<file path="config.mk">
export PLATFORM = sky130hd
export DESIGN_NAME = proc_input_sequencer
export DESIGN_NICKNAME = d
export VERILOG_FILES = /design/src/rtl/proc_input_sequencer.sv
export SDC_FILE = /design/constraint.sdc
export NUM_CORES = 1
export LEC_CHECK = 0
export BUFFER_PORTS_ARGS = -buffer_cell sky130_fd_sc_hd__buf_4
export CAP_MARGIN = 30
export CORE_MARGIN = 2
export CORE_UTILIZATION = 35
export DETAILED_ROUTE_END_ITERATION = 7
export PLACE_DENSITY = 0.56
export SLEW_MARGIN = 20
export SYNTH_ARGS = -nofsm -noshare
export SYNTH_HDL_FRONTEND = slang
export SYNTH_SLANG_ARGS = --single-unit
</file>
<file path="constraint.sdc">
create_clock -name clk -period 4 [get_ports clk]
set_clock_uncertainty 0.05 [all_clocks]
set_input_delay 0 -clock clk [delete_from_list [all_inputs] [get_ports clk]]
set_output_delay 0 -clock clk [all_outputs]
set_load 0.005 [all_outputs]
</file>
<file path="src/rtl/proc_input_sequencer.sv">
// Plays a loadable image of {hold, word} entries onto the processor data bus,
// showing each word for hold+1 cycles back to back, then returning to IDLE_WORD.
module proc_input_sequencer #(
  parameter int              WIDTH     = 16,
  parameter int              DEPTH     = 16,
  parameter int              ADDR_W    = 4,
  parameter logic [WIDTH-1:0] IDLE_WORD = '0
) (
  input  logic              clk,
  input  logic              rst,
  input  logic              wr_en,
  input  logic [ADDR_W-1:0] wr_addr,
  input  logic [WIDTH-1:0]  wr_data,
  input  logic [7:0]        wr_hold,
  input  logic              start,
  input  logic [ADDR_W:0]   len,
  input  logic              abort,
  output logic [WIDTH-1:0]  data_out,
  output logic              busy,
  output logic              done,
  output logic [ADDR_W-1:0] word_idx,
  output logic              wr_rej
);

  typedef enum logic {IDLE, PLAY} state_t;

  localparam logic [ADDR_W-1:0] ONE = 1;

  state_t            state, state_n;
  logic [7:0]        cnt, cnt_n;
  logic [ADDR_W-1:0] last_idx, last_n;
  logic [ADDR_W-1:0] idx_n, idx_inc;
  logic [WIDTH-1:0]  data_n;
  logic              busy_n, done_n;
  logic              start_acc, wr_ok;

  logic [WIDTH-1:0]  mem_word [DEPTH];
  logic [7:0]        mem_hold [DEPTH];

  // Handshake: start is a one-cycle request, taken only in IDLE with a
  // nonzero len and no abort; abort ends PLAY on the next edge and beats
  // everything except reset. Writes land only while IDLE with no start taken.
  assign start_acc = (state == IDLE) && start && !abort && (len != '0);
  assign wr_ok     = wr_en && (state == IDLE) && !start_acc;
  assign idx_inc   = word_idx + ONE;

  // Image storage keeps its contents across reset.
  always_ff @(posedge clk) begin
    if (!rst && wr_ok) begin
      mem_word[wr_addr] <= wr_data;
      mem_hold[wr_addr] <= wr_hold;
    end
  end

  always_comb begin
    state_n = state;
    cnt_n   = cnt;
    idx_n   = word_idx;
    last_n  = last_idx;
    data_n  = data_out;
    busy_n  = busy;
    done_n  = 1'b0;
    case (state)
      IDLE: begin
        if (start_acc) begin
          state_n = PLAY;
          data_n  = mem_word[0];
          cnt_n   = mem_hold[0];
          idx_n   = '0;
          busy_n  = 1'b1;
          // DEPTH is 2**ADDR_W, so any len with the top bit set clamps to DEPTH.
          last_n  = len[ADDR_W] ? '1 : (len[ADDR_W-1:0] - ONE);
        end
      end
      PLAY: begin
        if (abort) begin
          state_n = IDLE;
          data_n  = IDLE_WORD;
          busy_n  = 1'b0;
        end else if (cnt != 8'd0) begin
          cnt_n = cnt - 8'd1;
        end else if (word_idx == last_idx) begin
          state_n = IDLE;
          data_n  = IDLE_WORD;
          busy_n  = 1'b0;
          done_n  = 1'b1;
        end else begin
          idx_n  = idx_inc;
          data_n = mem_word[idx_inc];
          cnt_n  = mem_hold[idx_inc];
        end
      end
      default: begin
        state_n = IDLE;
        data_n  = IDLE_WORD;
        busy_n  = 1'b0;
      end
    endcase
  end

  always_ff @(posedge clk) begin
    if (rst) begin
      state    <= IDLE;
      cnt      <= 8'd0;
      word_idx <= '0;
      last_idx <= '0;
      data_out <= IDLE_WORD;
      busy     <= 1'b0;
      done     <= 1'b0;
      wr_rej   <= 1'b0;
    end else begin
      state    <= state_n;
      cnt      <= cnt_n;
      word_idx <= idx_n;
      last_idx <= last_n;
      data_out <= data_n;
      busy     <= busy_n;
      done     <= done_n;
      wr_rej   <= wr_en && !wr_ok;
    end
  end

endmodule

</file>
==> results.txt <==
Status: finished clean
Reg2Reg Launch Point: word_idx[1]$_SDFFE_PP0P_
Num CTS Buffers: 45
Post-Synth Adder-Cell Area: 0.374%
Ys flop type: edfxtp_1
EDFF count, synth: 384
Mapped Avg Cell Area: 19.3 um^2
Critical Setup Path Class: input pin to flip-flop
Post-Synthesis Cells: 869
DP Worst Slack: 1.01 ns
Crit Path Max Fanout: 24
Vert. Die Dim: 223 um
Final period util: 73.2%
Core box area: 47400 um^2
Site row count: 80
Post-CTS Setup Inserts: 0
Top-area cell type share of the netlist area: 68.9%
Min cycle time layout: 2.93 ns
Final ANT Viol Nets: 0
Worst min path class: input pin to flip-flop
First drt pass iteration count: 5
CP startpoint: len[1]
Slew @ Worst Pin: 0.905 ns
Final Setup Violations: 0
Syn. warnings: 0
Xor and xnor area share after synthesis: 0.673%
Clk slew on worst S/H paths: 0.06 ns
WL/cell: 23.4 um
CP required: 4.13 ns
Layout area overhead: 19.2%
Fin Setup TNS: 0 ns
Post-Syn Area: 16700 um^2
Leak: 6.21 nW
Combinational family with the most area after synthesis: multiplexers
Clock root cell: clkbuf_16
Vias in the first global route: 9127
Drt via density: 5.27
Placer Congestion: 0.753
Net Switching: 0.00191 W
H-tree Lvls: 2
Global-route wire length before repair: 58100 um
Post-layout util: 42.0%
HP Start: wr_addr[1]
Commonest cells in the netlist: 384 x edfxtp_1, 98 x mux4_2, 57 x nor3_1, 43 x nor2_1, 42 x mux2i_1
DRC: 0
Vias: 8667
Post-synth cell types: 55
Async SR Flop Fraction: 0%
Internal power: 0.00735 W
Register bit total from synthesis: 420
Overall routing resource usage: 15.7%
Sink Count: 420
Initial DRC count: 691
Power density cells: 464 nW/um^2
Detailed placer's ending HPWL: 21700 um
Largest net degree at the start of global routing: 99
Synth Area in Compound Gates: 3.24%
DIE AREA: 49600 um^2
Synth area leader: edfxtp_1
Final WL: 38500 um
Skew-Pair Late Insertion Delay: 0.56 ns
Hold buffers post-CTS: 39
Tot Pwr: 0.00926 W
Nets: 1038
Max VDD drop: 0.247 mV
Grt ovf: 0
Diode count: 0
Final hold vios: 0
Sw frac: 20.6%
Worst Setup Start Kind: input pin
Max-slew headroom: 39.5%
Initial antenna violation count: 0
Sequential-to-total area share from yosys stat: 73.2%
Clk pwr share: 43.0%
Initial core utilization: 35.3%
RSZ-0062 raised after global routing: no
Chip width: 223 um
Most common cell in the netlist: edfxtp_1
Post-Syn Nets: 912
Fraction of layout cells with a size suffix above 1: 27.8%
FMAX: 0.342 GHz
Register share of total power: 52.6%
Synth Area in Simple Gates: 4.51%
Worst Path Arrival: 3.06 ns
Top area cells in the synthesized netlist: edfxtp_1 69%, mux4_2 13%, dfxtp_1 4.3%
IO Count: 61
Final setup margin: 1.07 ns
Fin. max-slew vios: 0
CTS tree: built
Port Buffers: 60
CP endpoint kind: flip-flop
Post-synthesis mux area share: 15.9%
Logic pwr share: 4.4%
Clock buffer depth: 3
# resized after CTS: 0
Maxcap violations: 0
-- sequential cells by signal (all words and copies together), names as in the netlist --
| signal | flops |
|---|---|
| mem_word | 256 |
| mem_hold | 128 |
| state | 1 |
| cnt | 8 |
| data_out | 16 |
| done | 1 |
| wr_rej | 1 |
| last_idx | 4 |
| busy | 1 |
| word_idx | 4 |
-- placed cells by master (no fill, tap or decap), types with 5 or more instances in the layout --
master,instances
a21oi_1,11
a31oi_1,7
buf_12,6
buf_4,79
clkbuf_1,13
clkbuf_16,46
clkbuf_8,5
clkinv_1,7
clkinv_2,5
dfxtp_1,34
dlygate4sd3_1,39
edfxtp_1,384
inv_1,26
mux2i_1,42
mux4_2,98
nand2_1,6
nand3_1,9
nor2_1,31
nor2_4,13
nor3_1,54
o21ai_0,15
o32ai_1,15
xor2_1,5
-- layout make-up --
class                           instances  area (um^2)
Timing Repair Buffer                  124         1100
Sequential cell                       420        12300
Clock inverter                         16          129
Tap cell                              615          769
Multi-Input combinational cell        378         4310
Clock buffer                           66         1280
Fill cell                            4211        27500
Inverter                               26         97.6
-- final timing paths --
kind / slack (ns) / to / cells after the start
worst min-delay path: 0.06 / mem_hold[0][0]$_DFFE_PP_ / 3
worst max register to register: 1.25 / data_out[14]$_SDFFE_PP0P_ / 7
worst min register to register: 0.45 / data_out[11]$_SDFFE_PP0P_ / 2
worst max-delay path: 1.07 / mem_hold[1][6]$_DFFE_PP_ / 9
-- metal layers --
| metal | vias up | GRT usage, % | part of all wire [%] |
|---|---|---|---|
| met3 | 54 | 2.91 | 4.9 |
| li1 | 3828 | - | - |
| met2 | 204 | 25.4 | 48 |
| met4 | 0 | 4.24 | 1.9 |
| met1 | 4581 | 22.0 | 45 |
| met5 | - | 0 | 0 |
-- kinds of logic (layout without fill, tap and decap cells) --
group	after synthesis	after routing
adder cells (fa/ha/maj)	5	5
AO/OA/AOI/OAI	72	72
flip-flops	420	420
AND/OR/NAND/NOR	146	146
multiplexers	143	143
buffers and inverters	71	232
XOR/XNOR	12	12
-- metrics by stage --
step | hold slack, ns | area [um^2] | instances
after floorplan | 0.0489 | 16700 | 869
after global placement | 0.176 | 18100 | 1524
after detailed placement | 0.187 | 18100 | 1524
after CTS | 0.0443 | 19900 | 1645
after global routing | 0.0672 | 19900 | 1645
final | 0.0641 | 19900 | 1645
-- worst max-delay path: stages --
cell           delay, ns
dlygate4sd3_1       0.55
buf_4               0.14
inv_1               0.07
ha_1                0.13
or4b_4              0.49
a31oi_4             0.25
and3_4              0.24
or3b_4              0.45
nor2_4              0.70
-- power groups by stage --
stage	Combinational [W]	Sequential [W]	Clock (W)
after floorplan	0.000195	0.00495	0
after global placement	0.000368	0.00496	0
after detailed placement	0.000375	0.00496	0
after CTS	0.000408	0.00487	0.00409
after global routing	0.000443	0.00487	0.00427
final	0.000405	0.00487	0.00398
Note: power is estimated with default switching activity, not from simulation.
